===== config.mk =====
export PLATFORM = sky130hd
export DESIGN_NAME = alu_shift_stage
export DESIGN_NICKNAME = d
export VERILOG_FILES = /design/src/rtl/alu_shift_stage.sv
export SDC_FILE = /design/constraint.sdc
export NUM_CORES = 1
export LEC_CHECK = 0
export CORE_UTILIZATION = 60
export CTS_BUF_LIST = sky130_fd_sc_hd__clkbuf_8
export DETAILED_ROUTE_END_ITERATION = 7
export PLACE_DENSITY = 0.83
export SLEW_MARGIN = 20
export SYNTH_ARGS = -nofsm -noshare
export SYNTH_HDL_FRONTEND = slang
export SYNTH_SLANG_ARGS = --single-unit

===== constraint.sdc =====
create_clock -name clk -period 9.3 [get_ports clk]
set_clock_uncertainty 0.15 [all_clocks]
set_input_delay 1.395 -clock clk [delete_from_list [all_inputs] [get_ports clk]]
set_output_delay 1.395 -clock clk [all_outputs]
set_load 0.1 [all_outputs]

===== src/rtl/alu_shift_stage.sv =====
// Two-stage pipelined shift unit (SRL/SRA/SLL/ROR) built from two logical
// right shifters, with valid/ready flow control, flush and a pass-through tag.

module Right_32 (
  input  logic [31:0] in,
  input  logic [4:0]  ctrl,
  output logic [31:0] out
);
  assign out = in >> ctrl;
endmodule

module alu_shift_stage #(
  parameter int TAG_W = 4
) (
  input  logic             clk,
  input  logic             rst_n,
  input  logic             flush,
  input  logic             in_valid,
  output logic             in_ready,
  input  logic [31:0]      in_data,
  input  logic [4:0]       in_shamt,
  input  logic [1:0]       in_op,
  input  logic [TAG_W-1:0] in_tag,
  output logic             out_valid,
  input  logic             out_ready,
  output logic [31:0]      out_data,
  output logic             out_zero,
  output logic [TAG_W-1:0] out_tag
);

  localparam logic [1:0] OP_SRL = 2'b00;
  localparam logic [1:0] OP_SRA = 2'b01;
  localparam logic [1:0] OP_SLL = 2'b10;
  localparam logic [1:0] OP_ROR = 2'b11;

  function automatic logic [31:0] bit_rev(input logic [31:0] v);
    logic [31:0] res;
    for (int i = 0; i < 32; i++) res[i] = v[31-i];
    return res;
  endfunction

  logic             r_s1_valid;
  logic [31:0]      r_s1_data;
  logic [4:0]       r_s1_shamt;
  logic [1:0]       r_s1_op;
  logic [TAG_W-1:0] r_s1_tag;

  logic             r_out_valid;
  logic [31:0]      r_out_data;
  logic             r_out_zero;
  logic [TAG_W-1:0] r_out_tag;

  logic        w_s2_free;
  logic        w_s1_adv;
  logic        w_accept;
  logic        w_is_sll;
  logic [31:0] w_a_in;
  logic [31:0] w_a_out;
  logic [31:0] w_r;
  logic [31:0] w_b_in;
  logic [4:0]  w_b_ctrl;
  logic [31:0] w_b_out;
  logic [31:0] w_result;
  logic        w_zero;

  assign w_s2_free = !r_out_valid || out_ready;
  assign w_s1_adv  = r_s1_valid && w_s2_free;
  assign in_ready  = !flush && (!r_s1_valid || w_s2_free);
  assign w_accept  = in_valid && in_ready;

  // SLL is a right shift of the bit-reversed operand, reversed back.
  assign w_is_sll = (r_s1_op == OP_SLL);
  assign w_a_in   = w_is_sll ? bit_rev(r_s1_data) : r_s1_data;

  Right_32 u_shift_a (
    .in   (w_a_in),
    .ctrl (r_s1_shamt),
    .out  (w_a_out)
  );

  assign w_r = w_is_sll ? bit_rev(w_a_out) : w_a_out;

  always_comb begin
    w_b_in   = '0;
    w_b_ctrl = '0;
    case (r_s1_op)
      OP_SRA: begin
        w_b_in   = '1;
        w_b_ctrl = r_s1_shamt;
      end
      OP_ROR: begin
        // Left shift by (32 - shamt) mod 32 supplies the wrapped-around bits.
        w_b_in   = bit_rev(r_s1_data);
        w_b_ctrl = 5'd0 - r_s1_shamt;
      end
      default: begin
        w_b_in   = '0;
        w_b_ctrl = '0;
      end
    endcase
  end

  Right_32 u_shift_b (
    .in   (w_b_in),
    .ctrl (w_b_ctrl),
    .out  (w_b_out)
  );

  always_comb begin
    w_result = w_r;
    case (r_s1_op)
      OP_SRL: w_result = w_r;
      OP_SLL: w_result = w_r;
      OP_SRA: w_result = w_r | (r_s1_data[31] ? ~w_b_out : 32'h0);
      OP_ROR: w_result = w_r | bit_rev(w_b_out);
      default: w_result = w_r;
    endcase
  end

  assign w_zero = (w_result == 32'h0);

  always_ff @(posedge clk or negedge rst_n) begin
    if (!rst_n) begin
      r_s1_valid <= 1'b0;
      r_s1_data  <= '0;
      r_s1_shamt <= '0;
      r_s1_op    <= '0;
      r_s1_tag   <= '0;
    end else if (flush) begin
      r_s1_valid <= 1'b0;
    end else if (w_accept) begin
      r_s1_valid <= 1'b1;
      r_s1_data  <= in_data;
      r_s1_shamt <= in_shamt;
      r_s1_op    <= in_op;
      r_s1_tag   <= in_tag;
    end else if (w_s1_adv) begin
      r_s1_valid <= 1'b0;
    end
  end

  always_ff @(posedge clk or negedge rst_n) begin
    if (!rst_n) begin
      r_out_valid <= 1'b0;
      r_out_data  <= '0;
      r_out_zero  <= 1'b0;
      r_out_tag   <= '0;
    end else if (flush) begin
      r_out_valid <= 1'b0;
    end else if (w_s1_adv) begin
      r_out_valid <= 1'b1;
      r_out_data  <= w_result;
      r_out_zero  <= w_zero;
      r_out_tag   <= r_s1_tag;
    end else if (out_ready) begin
      r_out_valid <= 1'b0;
    end
  end

  assign out_valid = r_out_valid;
  assign out_data  = r_out_data;
  assign out_zero  = r_out_zero;
  assign out_tag   = r_out_tag;

endmodule

Yosys cells after proc, flatten, opt, wreduce, memory -nomap -nowiden
Cells that the tools add are included.
W data, S select, Z words.
{ "classes": {"addsub": 1, "n_eq_ne": 3, "n_shift": 2, "muxes": 12, "n_bitwise": 4, "n_reduce_logical": 15} }
{ "ops": {"columns": ["cell", "count"], "rows": [
  ["$mux W32", 3],
  ["$pmux W32 S3", 1],
  ["$or A32 B32 Y32", 2],
  ["$pmux W32 S2", 1],
  ["$shr A32 B5 Y32", 2],
  ["$logic_not A32 Y1", 1],
  ["$not A32 Y32", 1],
  ["$pmux W5 S2", 1],
  ["$mux W1", 6],
  ["$reduce_bool A3 Y1", 2],
  ["$sub A1 B5 Y5 const A", 1],
  ["$eq A2 B2 Y1 const B", 2],
  ["$reduce_and A2 Y1", 2],
  ["$logic_and A1 B1 Y1", 3],
  ["$logic_not A1 Y1", 3],
  ["$eq A2 B1 Y1 const B", 1],
  ["$logic_not A2 Y1", 1],
  ["$logic_or A1 B1 Y1", 2],
  ["$reduce_or A2 Y1", 1],
  ["$not A1 Y1", 1]
]} }
{ "totals": {"reg_bits": 82, "input_bits": 48, "output_inout_bits": 39, "word_cells": 46} }

Longest topological paths before layout
{ "logic_depth": {"ltp_word": 8, "ltp_mapped": 20, "depth_no_buf": 12} }

Modules after synthesis
A second synthesis with hierarchy kept.
{ "unflattened": {"cells_unflattened": 941, "area_unflattened_um2": 8449.4} }
{ "by_module_without_submodules": {"columns": ["module", "n_inst", "cells_each", "area_each_um2", "seq_area_each_um2"], "rows": [
  ["alu_shift_stage", 1, 581, 5166.2, 2052.0],
  ["Right_32", 2, 180, 1641.6, 0.0]
]} }

Worst setup path before layout
No wires, ideal clock.
{ "synth_timing": {"path_kind": "register to register", "startpoint": "register r_s1_shamt[0]", "endpoint": "register r_out_zero, in the netlist out_zero", "setup_ns": 0.096, "arrival_ns": 4.873, "required_time_ns": 9.054, "path_slack_ns": 4.181, "stages_incl_launch_ff": 20, "synth_period_minus_slack_ns": 5.119, "cell_sequence": "dfrtp_1 -> buf_4 -> buf_4 -> inv_1 -> buf_2 -> buf_2 -> buf_1 -> ha_1 -> clkbuf_1 -> buf_2 -> buf_1 -> mux4_2 -> mux2i_1 -> a31oi_1 -> o21ai_0 -> o211ai_1 -> a21o_1 -> or4b_1 -> or4_1 -> o32ai_2"} }
{ "synth_between": {"elab_chain_len": 8, "word_cells_on_any_way": 11, "cone_classes": "1 x add/sub; 2 x shift; 4 x mux; 3 x bitwise; 1 x reduce/logical"} }
{ "synth_lines": {"columns": ["element", "line_no", "source"], "rows": [
  ["start, declared", "44", "logic [4:0] r_s1_shamt;"],
  ["start signal, assigned", "134", "r_s1_shamt <= in_shamt;"],
  ["$sub A1 B5 Y5", "94", "w_b_ctrl = 5'd0 - r_s1_shamt;"],
  ["$pmux W5 S2", "86", "case (r_s1_op)"],
  ["$shr A32 B5 Y32", "9", "assign out = in >> ctrl;"],
  ["$not A32 Y32", "114", "OP_SRA: w_result = w_r | (r_s1_data[31] ? ~w_b_out : 32'h0);"],
  ["$mux W32", "114", null],
  ["$or A32 B32 Y32", "114", null],
  ["$pmux W32 S3 (*)", "111", "case (r_s1_op)"],
  ["$logic_not A32 Y1 (*)", "120", "assign w_zero = (w_result == 32'h0);"],
  ["end signal, assigned", "153", "r_out_zero <= w_zero;"],
  ["end, declared", "50", "logic r_out_zero;"]
]} }
Mark *: on every way between the ends. The rest lies on a longest branch, timed or not.
A chain may end at the register's enable or synchronous reset.

Worst setup path in the final report
{ "layout_timing": {"startpoint": "register r_s1_shamt[1]", "endpoint": "register r_out_zero, in the netlist out_zero"} }
Same word-level chain as after synthesis.

==> results.sh <==
export IMPL_wl_per_cell_um=28.9
export IMPL_core_area_um2=14000
export IMPL_postSynthAreaPerCell_um2=8.98
export IMPL_switching_share=0.573
export IMPL_slew_violations=0
export IMPL_finalSetupViolCount=0
export IMPL_cp_start_kind="register"
export IMPL_sequentialPowerShare=0.205
export IMPL_firstDrtPassIters=7
export IMPL_synth_top_area_share=0.235
export IMPL_drt_iter0_markers=1609
export IMPL_antenna_found_initial=0
export IMPL_p_leak_nw=3.78
export IMPL_vias=9288
export IMPL_postSynth_topFlopCell="dfrtp_1"
export IMPL_vdd_ir_drop_max_uv=211
export IMPL_ant_nets=0
export IMPL_syn_num_nets=1023
export IMPL_ys_types=84
export IMPL_die_w_um=123
export IMPL_ys_top_cells_by_count="94 x mux2_2, 90 x nand2_1, 88 x nor2_1, 82 x dfrtp_1, 77 x mux2i_1"
export IMPL_p_clk_frac=0.101
export IMPL_comb_power_share=0.695
export IMPL_hold_class="register to register"
export IMPL_nets=1041
export IMPL_area_delta_synth_final_pct=11.5
export IMPL_critPathKind="register to register"
export IMPL_cts_buffer_depth=2
export IMPL_grt_max_degree=63
export IMPL_syn_area_um2=8750
export IMPL_start_util=0.623
export IMPL_cts_htree_levels=3
export IMPL_synthCells=974
export IMPL_grt_ovfl_total=0
export IMPL_p_per_area_nw_per_um2=291
export IMPL_synth_edf_count=0
export IMPL_num_rows=43
export IMPL_relSlewSlack=0.325
export IMPL_first_global_vias=8534
export IMPL_drt_total_wl_mm=34.0
export IMPL_cts_hold_buf=0
export IMPL_grt_pass1_wl_mm=51.3
export IMPL_yosysMostFrequentCell="mux2_2"
export IMPL_ioPinCount=87
export IMPL_clk_pin_slew_worst_paths_ps=100
export IMPL_worst_pin_slew_ps=1010
export IMPL_yosys_top_cells_area="dfrtp_1 23%, mux2_2 12%, mux4_2 11%"
export IMPL_required_ps=9450
export IMPL_yosys_area_top_type="dfrtp_1"
export IMPL_p_sw_w=0.00163
export IMPL_place_congestion=1.06
export IMPL_cts_sinks=82
export IMPL_antenna_cells=0
export IMPL_hpwl_mm=24.7
export IMPL_critPathCaptureType="register"
export IMPL_cts_buffers=9
export IMPL_arrival_ps=6090
export IMPL_drive_gt1_frac=0.195
export IMPL_dieArea_um2=15100
export IMPL_period_needed_ps=5930
export IMPL_die_h_um=123
export IMPL_cts_tree="yes"
export IMPL_ys_ff_latch=82
export IMPL_fin_tns_setup_ps=0
export IMPL_track_usage=0.466
export IMPL_io_buffers=86
export IMPL_post_cts_setup_buffers=0
export IMPL_ys_seq_area_frac=0.235
export IMPL_hold_violations=0
export IMPL_ys_async_sr_fraction=1.00
export IMPL_yosysWarnings=0
export IMPL_total_power_w=0.00284
export IMPL_route_detailed_drc=0
export IMPL_cap_violations=0
export IMPL_fmax_mhz=169
export IMPL_post_cts_resized=0
export IMPL_finalCritPeriodShare=0.638
export IMPL_rsz0062_at_grt="no"
export IMPL_p_int_w=0.00121
export IMPL_vias_per_cell=7.89
export IMPL_clockRootBuffer="clkbuf_8"
export IMPL_crit_path_max_fanout=62
export IMPL_clk_latency_ps=390
export IMPL_status="complete, no violations"
worst max-delay path, cell delays in order, from the launching register on:
cell	delay (ps)
dfrtp_2	350
buf_4	630
clkinv_1	510
ha_1	460
xor2_1	800
nor2_1	280
a222oi_1	640
a21oi_1	240
o21ai_1	170
nand2_1	70
a2bb2oi_1	150
or4b_1	540
or4_1	540
o32ai_2	280
cell usage in the layout, fill, tap and decap left out, types with 5 or more instances in the layout:
| cell | n |
|---|---|
| nand4_1 | 6 |
| nor2b_1 | 8 |
| a211oi_1 | 13 |
| o211ai_1 | 14 |
| a21o_1 | 5 |
| nand2b_1 | 15 |
| o31ai_1 | 6 |
| inv_1 | 14 |
| a22oi_1 | 20 |
| a221oi_1 | 10 |
| a22o_1 | 7 |
| and2_1 | 7 |
| o21ai_0 | 32 |
| nor3b_1 | 5 |
| mux4_2 | 42 |
| a31oi_1 | 25 |
| nor2_1 | 88 |
| mux2i_1 | 77 |
| nand2_1 | 89 |
| nand3_1 | 19 |
| a222oi_1 | 5 |
| or4_1 | 5 |
| mux2_2 | 94 |
| buf_4 | 17 |
| a21oi_1 | 48 |
| clkdlybuf4s50_1 | 85 |
| nor3_1 | 14 |
| clkbuf_8 | 10 |
| o22ai_1 | 11 |
| a221o_1 | 6 |
| o221a_2 | 5 |
| o221ai_1 | 6 |
| dfrtp_1 | 80 |
| mux2_1 | 7 |
| or3_1 | 5 |
logic make-up after synthesis:
| group | share of synthesized area |
|---|---|
| AOI/OAI and AO/OA | 0.214 |
| xor gates and xnor gates | 0.00601 |
| adders and majority gates | 0.00143 |
| buffers and inverters | 0.0588 |
| DFF | 0.235 |
| muxes | 0.329 |
| and+or+nand+nor | 0.157 |
stage by stage:
step	util	worst slack (ps)	cells	hold WS (ps)	instance area (um2)
4_1_cts	0.693	3480	1176	362	9740
5_1_grt	0.695	3160	1177	384	9750
6_report	0.695	3370	1177	358	9750
2_1_floorplan	-	4180	974	324	8750
3_3_place_gp	0.679	3640	1160	327	9530
3_5_place_dp	0.679	3490	1160	338	9530
flip-flops by register name, summed over array words and instances, names as in the netlist:
signal	flops
r_s1_tag	4
out_data	32
out_valid	1
r_s1_op	2
r_s1_valid	1
out_tag	4
out_zero	1
r_s1_data	32
r_s1_shamt	5
power by group through the flow:
stage,clock [W],combinational (W),sequential [W]
floorplan,0,0.000959,0.000981
detailed placement,0,0.00189,0.000580
CTS,0.000289,0.00189,0.000572
global route,0.000302,0.00202,0.000590
finish,0.000286,0.00197,0.000581
global placement,0,0.00188,0.000570
layout make-up:
cell class                      instances  area [um2]
Inverter                               18        67.6
Tap cell                              180         225
Sequential cell                        82        2060
Clock inverter                          6        71.3
Clock buffer                           10         138
Multi-Input combinational cell        778        6200
Timing Repair Buffer                  103         993
Fill cell                            1103        4290
path summary, 6_finish.rpt:
path                                                   to  slack [ps]  cells after the start                      start
worst max-delay path                 out_zero$_DFFE_PN0P_        3370                     13  r_s1_shamt[1]$_DFFE_PN0P_
worst min-delay path              out_data[0]$_DFFE_PN0P_         360                      2    out_data[0]$_DFFE_PN0P_
worst max register to register       out_zero$_DFFE_PN0P_        3370                     13  r_s1_shamt[1]$_DFFE_PN0P_
worst min register to register    out_data[0]$_DFFE_PN0P_         360                      2    out_data[0]$_DFFE_PN0P_
max in group asynchronous       r_s1_shamt[0]$_DFFE_PN0P_        7190                      2                      rst_n
min in group asynchronous        out_data[20]$_DFFE_PN0P_         820                      1                      rst_n
per-layer routing:
metal  track usage  share of wire  up-vias
met5       0.00347              0        -
li1              -              -     3794
met3         0.134           0.14      205
met2         0.674           0.42      915
met4         0.252          0.066        0
met1         0.626           0.37     4374
Note: power is estimated with default switching activity, not from simulation.
